`src/rtl/jtag_sequencer.sv`:
```
// jtag_sequencer: turns IR/DR shift commands into paced TCK/TMS/TDI waveforms and captures TDO.
// Define JTAG_SEQ_TLR_WALK_EN to walk the TAP through Test-Logic-Reset to Run-Test/Idle after reset.
module jtag_sequencer #(
   parameter int TICK_DELAY = 4
) (
   input  logic        clock,
   input  logic        reset,
   input  logic        req_valid,
   output logic        req_ready,
   input  logic        req_ir,
   input  logic [6:0]  req_len,
   input  logic [63:0] req_data,
   output logic        resp_valid,
   input  logic        resp_ready,
   output logic [63:0] resp_data,
   output logic        resp_err,
   output logic        busy,
   output logic        jtag_TCK,
   output logic        jtag_TMS,
   output logic        jtag_TDI,
   output logic        jtag_TRSTn,
   input  logic        jtag_TDO
);
   localparam int CW = $clog2(TICK_DELAY + 2);
   typedef enum logic [2:0] {TLR_WALK, IDLE, PRE, SHIFT, POST, RESP} state_t;
   state_t state, state_next;
   logic [CW-1:0] cnt;
   logic [6:0] bitc, len;
   logic [63:0] sh, cap;
   logic ir, err, tick, active, rise, fall, bad, last_pre, last_shift, last_post;
   assign tick = cnt == CW'(TICK_DELAY);
`ifdef JTAG_SEQ_TLR_WALK_EN
   assign active = state inside {TLR_WALK, PRE, SHIFT, POST};
`else
   assign active = state inside {PRE, SHIFT, POST};
`endif
   assign rise = active && tick && !jtag_TCK;
   assign fall = active && tick && jtag_TCK;
   assign bad = req_len == 7'd0 || req_len > 7'd64;
   assign last_pre = bitc == (ir ? 7'd3 : 7'd2);
   assign last_shift = bitc + 7'd1 == len;
   assign last_post = bitc == 7'd1;
   assign req_ready = state == IDLE;
   assign busy = state != IDLE;
   assign resp_valid = state == RESP;
   assign resp_data = cap;
   assign resp_err = err;
   always_ff @(posedge clock) begin
      if (reset) state <= TLR_WALK;
      else state <= state_next;
   end
   always_comb begin
      state_next = state;
      case (state)
         TLR_WALK:
`ifdef JTAG_SEQ_TLR_WALK_EN
            if (fall && bitc == 7'd5) state_next = IDLE;
`else
            state_next = IDLE;
`endif
         IDLE:  if (req_valid) state_next = bad ? RESP : PRE;
         PRE:   if (fall && last_pre) state_next = SHIFT;
         SHIFT: if (fall && last_shift) state_next = POST;
         POST:  if (fall && last_post) state_next = RESP;
         RESP:  if (resp_ready) state_next = IDLE;
         default: state_next = TLR_WALK;
      endcase
   end
   // cnt starts at all-ones so the first low phase gets one extra setup cycle
   always_ff @(posedge clock) begin
      if (reset) begin
         jtag_TCK <= 1'b0;
         jtag_TMS <= 1'b1;
         jtag_TDI <= 1'b0;
         jtag_TRSTn <= 1'b0;
         cnt <= '1;
         bitc <= '0;
         len <= '0;
         ir <= 1'b0;
         err <= 1'b0;
         sh <= '0;
         cap <= '0;
      end else begin
         jtag_TRSTn <= 1'b1;
         if (state == IDLE && req_valid) begin
            len <= req_len;
            ir <= req_ir;
            sh <= req_data;
            cap <= '0;
            err <= bad;
            bitc <= '0;
            cnt <= '1;
            if (!bad) jtag_TMS <= 1'b1;
         end else if (active) begin
            cnt <= tick ? '0 : cnt + CW'(1);
            if (tick) jtag_TCK <= !jtag_TCK;
            if (rise && state == SHIFT) cap[bitc[5:0]] <= jtag_TDO;
            if (fall) begin
               bitc <= bitc + 7'd1;
               case (state)
                  PRE: begin
                     jtag_TMS <= last_pre ? len == 7'd1 : ir && bitc == 7'd0;
                     if (last_pre) begin
                        bitc <= '0;
                        jtag_TDI <= sh[0];
                     end
                  end
                  SHIFT: begin
                     jtag_TMS <= last_shift || bitc + 7'd2 == len;
                     jtag_TDI <= !last_shift && sh[1];
                     sh <= sh >> 1;
                     if (last_shift) bitc <= '0;
                  end
                  POST: jtag_TMS <= 1'b0;
                  default: jtag_TMS <= bitc < 7'd4;
               endcase
            end
         end
      end
   end
endmodule

```
`config.mk`:
```
export PLATFORM = sky130hd
export DESIGN_NAME = jtag_sequencer
export DESIGN_NICKNAME = d
export VERILOG_FILES = /design/src/rtl/jtag_sequencer.sv
export SDC_FILE = /design/constraint.sdc
export NUM_CORES = 1
export LEC_CHECK = 0
export CAP_MARGIN = 20
export CELL_PAD_IN_SITES_DETAIL_PLACEMENT = 0
export CELL_PAD_IN_SITES_GLOBAL_PLACEMENT = 2
export CORE_MARGIN = 3
export CORE_UTILIZATION = 30
export CTS_CLUSTER_DIAMETER = 60
export DETAILED_ROUTE_END_ITERATION = 8
export GPL_TIMING_DRIVEN = 0
export MAX_ROUTING_LAYER = met4
export PLACE_DENSITY_LB_ADDON = 0.1
export SYNTH_ARGS = -nofsm -noshare
export SYNTH_HDL_FRONTEND = slang
export SYNTH_SLANG_ARGS = --single-unit
```
`constraint.sdc`:
```
create_clock -name clock -period 5.4 [get_ports clock]
set_clock_uncertainty 0.1 [all_clocks]
set_input_delay 1.08 -clock clock [delete_from_list [all_inputs] [get_ports clock]]
set_output_delay 1.08 -clock clock [all_outputs]
set_load 0.005 [all_outputs]
```
==> flow_summary.yaml <==
yosys:
  synth-seq-cells: 154
  yosys_most_used_dff: "dfxtp_1"
  syn-num-nets: 1022
  synth_seq_area_share_pct: 42.7
  syn_inst: 936
  synth-edff-count: 0
  synth.distinct_cells: 57
  syn_area_per_cell_um2: 7.72
  synth_area_mm2: 0.00722
  ys_async_sr_fraction_pct: 0
  yosysWarnings: 0
clock_tree:
  postCtsSetupBuffers: 0
  cts-hold-fix-buffers: 0
  cts.clk_slew.worst_paths_ps: 70
  tritoncts: "yes"
  cts_sinks: 154
  post_cts_resized: 0
  cts_buffers: 17
  htreeDepth: 4
  clockBufferDepth: 2
  clk_latency_ps: 420
  cts-root-buf: "clkbuf_16"
cells_and_area:
  drive_above_1_share_pct: 5.74
  final_cell_mix: "nand2_1, dfxtp_1, clkdlybuf4s50_1"
  fin_nets: 1188
  synthToLayoutAreaGrowth_pct: 34.1
  register_area_mm2: 0.00308
  final_cells: 1435
  num-fill-cells: 2540
  multiInputGateArea_mm2: 0.00375
  final_common_cell: "nand2_1"
  final_util_pct: 41.1
floorplan:
  die_area_mm2: 0.0260
  row_count: 56
  die_w_um: 161
  ios: 149
  core_area_mm2: 0.0235
  die_h_um: 161
  start_util_pct: 30.7
drt:
  drc: 0
  vias: 7139
  postRouteAntennaNets: 0
  drt_iter0_drc: 318
  totalWireLength_mm: 23.5
  first_pass_iters: 5
  wl_per_cell_um: 16.4
  viasPerCell: 4.97
worst_setup_path:
  cp.required_ps: 4220
  worstSetupPathType: "reg2out"
  critPathCaptureType: "primary output"
  crit_fanout: 10
  cp-start-kind: "flop"
  critPathArrivalTime_ps: 2130
sta:
  drv_slew: 0
  rsz0062_at_grt: "no"
  finalCritPeriodShare_pct: 61.4
  hold_viol: 0
  clock.fmax_mhz: 302
  slew_headroom_pct: 52.7
  min_period_ps: 3310
  tightestPinTransition_ps: 705
  fin_setup_tns_ps: 0
  finalSetupViolCount: 0
power_and_ir_drop:
  vdd_drop_max_mv: 0.166
  combPwrFrac_pct: 20.6
  switchingPower_w: 0.00103
  leakage_nw: 3.13
  p_seq_share_pct: 41.9
  p_int_w: 0.00224
  power_w: 0.00327
  power.density_mw_per_mm2: 337
  swShare_pct: 31.5
  p_clk_share_pct: 37.5
global_route:
  antenna_found_initial: 1
  grt_pass1_vias: 6907
  grt_max_degree: 17
  met2_usage_pct: 28.6
  globalRoute.busiestLayer: "met2"
  grt_overflow: 0
  gr-usage-met1_pct: 25.0
  use_met3_pct: 3.82
  grt_pass1_wl_mm: 37.9
  grt_use_total_pct: 18.5
hold_path:
  hp-class: "reg2reg"
place:
  dp_cells: 1402
  dp_hpwl_mm: 16.9
  portBuffers: 147
  place.gp.congestion: 0.810
flow_run:
  maxCapViolCount: 0
outcome:
  outcome: "complete, no violations"
cells in the mapped netlist, types with 2 or more instances:
cell      instances  share of area, %
nand2_1         156               8.1
dfxtp_1         154                43
nor2_1          144               7.5
nand3_1          82               5.7
a21oi_1          68               4.7
a311oi_1         64               7.8
clkbuf_1         62               3.2
o21ai_0          45               3.1
xnor2_1          15               1.8
mux2i_1          14               1.9
buf_2            13              0.90
ha_1              9               1.6
inv_1             8              0.42
o21ai_1           8              0.55
xor2_1            7              0.85
a211oi_1          6              0.62
buf_4             6              0.62
nor3_1            6              0.42
buf_1             5              0.26
o211ai_1          5              0.52
and2_1            4              0.35
nand2b_1          4              0.35
nand4_1           4              0.35
nor4_1            4              0.35
or3b_2            3              0.36
a211o_1           2              0.24
a221oi_1          2              0.24
nand3b_1          2              0.21
nor2b_1           2              0.17
nor3_2            2              0.28
o221a_1           2              0.31
or2_2             2              0.17
or3_1             2              0.17
area by class of cell:
cell class	instances	share of cell area [%]
multi-input combinational	688	38.7
sequential	154	31.8
timing repair buffer	147	15.2
clock buffer	18	4.43
tap	319	4.12
buffer	86	3.73
clock inverter	14	1.67
inverter	8	0.310
antenna	1	0.0258
kinds of logic after synthesis:
group	synth area share, %
AO/OA/AOI/OAI	19.9
XOR/XNOR	2.67
adder cells (fa/ha/maj)	1.56
buffers and inverters	5.42
flip-flops	42.7
multiplexers	1.94
AND/OR/NAND/NOR	25.8
state kept, by name, summed over array words and instances (netlist names):
name	cells
state	3
len	7
jtag_TRSTn	1
jtag_TMS	1
sh	64
jtag_TCK	1
resp_err	1
cnt	3
resp_data	64
ir	1
bitc	7
jtag_TDI	1
stage by stage:
stage               hold WS, ps  setup slack, ps  cell area, um^2
CTS                         356             2070             9680
finish                      352             2090             9690
detailed placement          346             1750             9090
global placement            346             1750             9090
floorplan                   348             2750             7220
global route                385             1900             9690
power by group through the flow:
stage / sequential [W] / clock, W / combinational [W]
finish: 0.00137 / 0.00122 / 0.000674
global route: 0.00139 / 0.00130 / 0.000764
CTS: 0.00137 / 0.00126 / 0.000683
detailed placement: 0.00139 / 0 / 0.000680
global placement: 0.00139 / 0 / 0.000679
floorplan: 0.00137 / 0 / 0.000455
critical path, cell delays in order (launching register included):
cell	delay [ps]
dfxtp_1	470
clkbuf_1	380
nor2b_1	210
and2_1	150
clkdlybuf4s50_1	500
path summary, 6_finish.rpt:
check | startpoint | end | cells after the start | slack [ps]
worst max-delay path | state[0] | resp_valid | 4 | 2090
worst min-delay path | resp_data[34] | resp_data[34] | 2 | 350
worst max register to register | bitc[1] | state[0] | 9 | 2260
worst min register to register | resp_data[34] | resp_data[34] | 2 | 350
routing by layer:
metal	vias to the layer above	wire length [um]
met5	-	0
met4	0	259
met3	18	1220
met2	176	10500
met1	3323	11500
li1	3622	-
Power figures use the tool's default switching activity.
